### src/rtl/imem_loader.sv
// imem_loader: byte-stream program loader assembling little-endian words into instruction memory
module imem_loader #(
  parameter int DEPTH  = 32,
  parameter int ADDR_W = 5
) (
  input  logic              clk,
  input  logic              rst,
  input  logic              start,
  input  logic [ADDR_W:0]   num_words,
  input  logic              in_valid,
  input  logic [7:0]        in_data,
  output logic              in_ready,
  output logic              wr_en,
  output logic [ADDR_W-1:0] wr_addr,
  output logic [31:0]       wr_data,
  output logic              cpu_hold,
  output logic              busy,
  output logic              done
);
  localparam logic [1:0] IDLE = 2'd0, RECV = 2'd1, WRITE = 2'd2, DONE = 2'd3;
  localparam logic [ADDR_W:0] MAX_WORDS = (ADDR_W+1)'(DEPTH);
  logic [1:0]      state;
  logic [1:0]      byte_cnt;
  logic [ADDR_W:0] target, word_cnt, next_cnt, clamped;
  logic [23:0]     asm_buf;
  assign clamped  = num_words > MAX_WORDS ? MAX_WORDS : num_words;
  assign next_cnt = word_cnt + 1'b1;
  assign in_ready = state == RECV;
  assign wr_en    = state == WRITE;
  assign cpu_hold = state == RECV || state == WRITE;
  assign busy     = cpu_hold;
  assign done     = state == DONE;
  assign wr_addr  = word_cnt[ADDR_W-1:0];
  always_ff @(posedge clk) begin
    if (rst) begin
      state    <= IDLE;
      byte_cnt <= '0;
      word_cnt <= '0;
      target   <= '0;
      asm_buf  <= '0;
      wr_data  <= '0;
    end else begin
      case (state)
        IDLE: if (start) begin
          target   <= clamped;
          word_cnt <= '0;
          byte_cnt <= '0;
          state    <= clamped == '0 ? DONE : RECV;
        end
        RECV: if (in_valid) begin
          // bytes shift in from the top so byte 0 ends up least significant
          asm_buf  <= {in_data, asm_buf[23:8]};
          byte_cnt <= byte_cnt + 1'b1;
          if (byte_cnt == 2'd3) begin
            wr_data <= {in_data, asm_buf};
            state   <= WRITE;
          end
        end
        WRITE: begin
          word_cnt <= next_cnt;
          state    <= next_cnt == target ? DONE : RECV;
        end
        default: state <= IDLE;
      endcase
    end
  end
endmodule

### config.mk
export PLATFORM = sky130hd
export DESIGN_NAME = imem_loader
export DESIGN_NICKNAME = d
export VERILOG_FILES = /design/src/rtl/imem_loader.sv
export SDC_FILE = /design/constraint.sdc
export NUM_CORES = 1
export LEC_CHECK = 0
export BUFFER_PORTS_ARGS = -buffer_cell sky130_fd_sc_hd__buf_2
export CAP_MARGIN = 0
export CORE_AREA = 2 2 81 83
export DETAILED_ROUTE_END_ITERATION = 7
export DIE_AREA = 0 0 83 85
export PLACE_DENSITY_LB_ADDON = 0.05
export SLEW_MARGIN = 40
export SYNTH_ARGS = -nofsm -noshare
export SYNTH_HDL_FRONTEND = slang
export SYNTH_SLANG_ARGS = --single-unit
### constraint.sdc
create_clock -name clk -period 1.6 [get_ports clk]
set_input_delay 0.32 -clock clk [delete_from_list [all_inputs] [get_ports clk]]
set_output_delay 0.32 -clock clk [all_outputs]
set_load 0.1 [all_outputs]
Word level (Yosys, flattened, before mapping)
Cells that the tools add are included.

word-level totals
  bits in registers = 72
  output and inout port bits = 42
  word-level logic and storage cells = 40

cells by class
  add/subtract/negate cells = 2
  order comparisons = 1
  equal/unequal tests = 8
  mux-type cells = 12
  reduce and logical (&&, ||, !) cells = 11

operator list
  operator                                               count
  2-to-1 mux 2 bit                                       7
  2-to-1 mux 6 bit                                       2
  case mux 6 bit (2 select lines)                        1
  AND reduction 3 bit                                    3
  adder 6 x 1 -> 6 bit, second input constant            1
  == test 2 bit, second input constant                   3
  == test 6 bit                                          1
  > comparator 6 bit, second input constant              1
  zero test 6 bit                                        1
  case mux 2 bit (3 select lines)                        1
  AND reduction 2 bit                                    3
  inequality test 2 bit, second input constant           2
  case mux 2 bit (2 select lines)                        1
  nonzero test 2 bit                                     2
  adder 2 x 1 -> 2 bit, second input constant            1
  == test 2 x 1 -> 1 bit, second input constant          1
  zero test 2 bit                                        1
  inequality test 2 x 1 -> 1 bit, second input constant  1
  logical OR 1 bit                                       1

Longest topological paths before layout
  word-level depth = 6
  gate-level depth with buffers = 8

Worst setup path after synthesis
Ideal clock, no wire load.

  path type = register to register
  start = reg state[1]
  end = reg wr_data[0]
  setup time = 132 ps
  data arrival time = 2192 ps
  slack = -724 ps
  stages on the path, launching flop included = 9
  buffers on the path = 2
  clock period less this slack = 2324 ps
  cells stage by stage = dfxtp_1 -> inv_1 -> ha_1 -> and2_1 -> clkbuf_1 -> nand2_1 -> clkbuf_1 -> nand2_1 -> a21oi_1

between the ends
  cells in the longest elaborated chain, start to end = 2

ends and longest elaborated chain
  what                           RTL line  source
  from (decl)                    22        logic [1:0] state;
  from (signal assigned)         48        state <= clamped == '0 ? DONE : RECV;
  from (signal assigned)         61        state <= next_cnt == target ? DONE : RECV;
  == test 2 x 1 -> 1 bit         n/a
  via in_ready                   12        output logic in_ready,
  AND reduction 3 bit (no line)  n/a
  to (signal assigned)           55        wr_data <= {in_data, asm_buf};
  to (decl)                      15        output logic [31:0] wr_data,

The timed path passes the listed nets, and every way through them passes these cells.
A chain may end at the register's enable or synchronous reset.

Worst setup path after layout
  start = reg state[0]
  end = out cpu_hold

between the ends
  cells in the longest elaborated chain, start to end = 2
  elaborated cells between the ends (all ways) = 3
  classes of those cells = 2 x eq/ne; 1 x reduce/logical

ends and longest elaborated chain
  what                                                            RTL line  source
  == test 2 x 1 -> 1 bit / == test 2 bit (equally long branches)  30        assign cpu_hold = state == RECV || state == WRITE;
  logical OR 1 bit *                                              30
  to (decl)                                                       16        output logic cpu_hold,

Mark *: on every way between the ends. The rest lies on a longest branch, timed or not.

==> results.cfg <==
[critical_path]
rrSetupSlack_ns = 0.09
critPathSlowestCell = dfxtp_1
crit_arrival_ns = 1.23
path_class = reg2out
cp-end-kind = output port
path_cells = inv_2, ha_4, buf_12
crit_fanout = 2
crit_path_max_incr_delay_ns = 0.35
crit_buf_inv = 2
start_kind = register
cp_top_family = flip-flops
crit_required_ns = 1.28

[sta]
min_period_over_period_pct = 96.96
relSlewSlack_pct = 67.24
period_needed_ns = 1.551
fmax_mhz = 644.6
hold_viol = 0
layout_setup_ws_ns = 0.04867
setup_viol = 0
holdWs_ns = 0.2221
worst_slew_pin_slew_ns = 0.4881
slew_viol_final = 0
finalSetupTns_ns = 0
fin_skew_ns = 0.01127

[logic_synthesis]
ys.flop_type = dfxtp_1
netlist_top_cells_count = 122 x nand2_1, 72 x dfxtp_1, 65 x a21oi_1
synth_compound_area_share_pct = 15.81
synth_area_leaders = dfxtp_1 49%, nand2_1 16%, a21oi_1 11%
synth_warnings = 0
syn-cell-area_sq_mm = 0.002929
synth.mux.area_fraction_pct = 1.751
synth_nets = 396
synth_top_area_cell = dfxtp_1
ys_types = 33
synth_top_family_by_area = simple AND/OR/NAND/NOR gates
ys_seq_area_share_pct = 49.21
avgSynthCellArea_sq_um = 7.874
yosysMostFrequentCell = nand2_1
synth_edf_count = 0
synth-seq-cells = 72
ys_async_sr_fraction_pct = 0
synthAdderAreaFrac_pct = 2.563
synth_cells = 372
synthXorXnorAreaFrac_pct = 1.495
yosys.area_share.simple_pct = 24.13
yosysTopAreaCellShare_pct = 49.21

[clock_tree]
clock_sinks = 72
cts_tree = done
cts-root-buf = clkbuf_8
cts_buffer_depth = 2
cts.clk_slew.worst_paths_ns = 0.08
htreeDepth = 3
numCtsBuffers = 9
worst_skew_pair.late_latency_ns = 0.34
cts-hold-fix-buffers = 0

[global_route]
grt_pass1_wl_um = 10620
grt_usage_pct = 18.64
grt_max_degree = 33
grt-ovfl-total = 0
antenna_found_initial = 0
grt_pass1_vias = 2275

[die]
dieArea_sq_mm = 0.007055
die_h_um = 85
start_util_pct = 47.21
coreArea_sq_mm = 0.006205
io_pins = 60
rows = 29
dieWidth_um = 83

[final_layout]
diodes = 0
drive_above_1_share_pct = 25.40
seqCellArea_sq_mm = 0.001444
fill_cells = 576
multi_input_area_sq_mm = 0.001414
post-route-cell-area_sq_mm = 0.003720
fin_cells = 510
fin_nets = 452
syn_to_final_growth_pct = 27.00

[pwr]
peakVddDrop_mv = 2.183
power.leakage_uw = 0.001450
power_density_mw_per_mm2 = 1394

[placed_design]
place_congestion = 0.8216
dp.cells = 493
dp_hpwl_um = 4359
place_ws_ns = 0.03234
portBuffers = 59
detailed_place.area_sq_mm = 0.003463

[routing]
drt-total-wl_um = 6453
drcViolationCount = 0
vias_per_cell = 5.043
drtIter0Drc = 103
firstDrtPassIters = 4
drtAntennaViolNets = 0
wire_per_inst_um = 12.65
via_count = 2572

[outcome]
run_status = completed

[hold_path]
hp-class = in2reg

[job]
maxCapViolCount = 0
-- metal layers --
metal  GRT usage (%)  wire (um)
met5               0          0
met1           27.29       3395
met2           26.61       2701
met3           3.502        260
met4           8.495         95
-- placed cells by master, fill, tap and decap left out, types with 2 or more instances in the layout --
cell type / instances
ha_4: 4
nor2_1: 20
bufinv_16: 2
nor3_1: 4
nand3_1: 5
nor3b_1: 6
dfxtp_2: 2
buf_12: 8
a22oi_1: 6
inv_2: 2
a21oi_1: 64
xnor2_1: 5
nand2_1: 121
buf_4: 16
a21oi_2: 2
o21ai_0: 5
clkinvlp_4: 3
clkbuf_8: 9
mux2i_1: 4
nor2b_1: 2
buf_2: 51
dfxtp_1: 70
-- path summary, 6_finish.rpt --
kind	startpoint	to	depth (start not counted)
worst max-delay path	state[0]	cpu_hold	3
worst min-delay path	in_data[1]	wr_data[25]	3
worst max register to register	word_cnt[0]	state[1]	5
worst min register to register	wr_data[4]	wr_data[4]	2
-- report_power, final --
group	internal, uW	switching, uW	total (uW)
Sequential	1870	58.9	1930
Combinational	624	1060	1690
Clock	884	688	1570
-- what timing repair did --
action                                  in CTS  in global routing
endpoints found under the hold margin        0                  0
cloned                                       0                  0
endpoints found under the setup margin       3                  6
setup buffers                                0                  2
resized for setup                            2                  7
pin swaps                                    0                  1
-- area by class of cell --
cell class	count	area share, %
tap	77	2.590
sequential	72	38.82
clock buffer	10	3.431
multi-input combinational	267	38.01
inverter	3	0.3027
timing repair buffer	75	14.40
clock inverter	6	2.455
-- stage by stage --
step | util (%) | total power (uW)
6_report | 59.95 | 5185
5_1_grt | 59.95 | 5416
4_1_cts | 59.31 | 5173
3_5_place_dp | 55.82 | 3594
3_3_place_gp | 55.82 | 3595
2_1_floorplan | - | 3154
-- worst register-to-register path, cell delays in order (launching register included) --
cell	delay [ns]
dfxtp_1	0.34
ha_2	0.23
nor2b_1	0.13
o311ai_0	0.29
o21ai_0	0.17
o32ai_2	0.27
-- flip-flops by register name, indices dropped and copies added (netlist names) --
| name | count |
|---|---|
| word_cnt | 6 |
| asm_buf | 24 |
| byte_cnt | 2 |
| wr_data | 32 |
| state | 2 |
| target | 6 |
-- kinds of logic (layout without fill, tap and decap cells) --
logic type	Yosys count	in the layout
compound gates	83	83
xor+xnor	5	5
fa+ha+maj	6	6
buf+inv	33	94
flops	72	72
mux	5	5
simple gates	168	168
(Power assumes the default switching activity.)
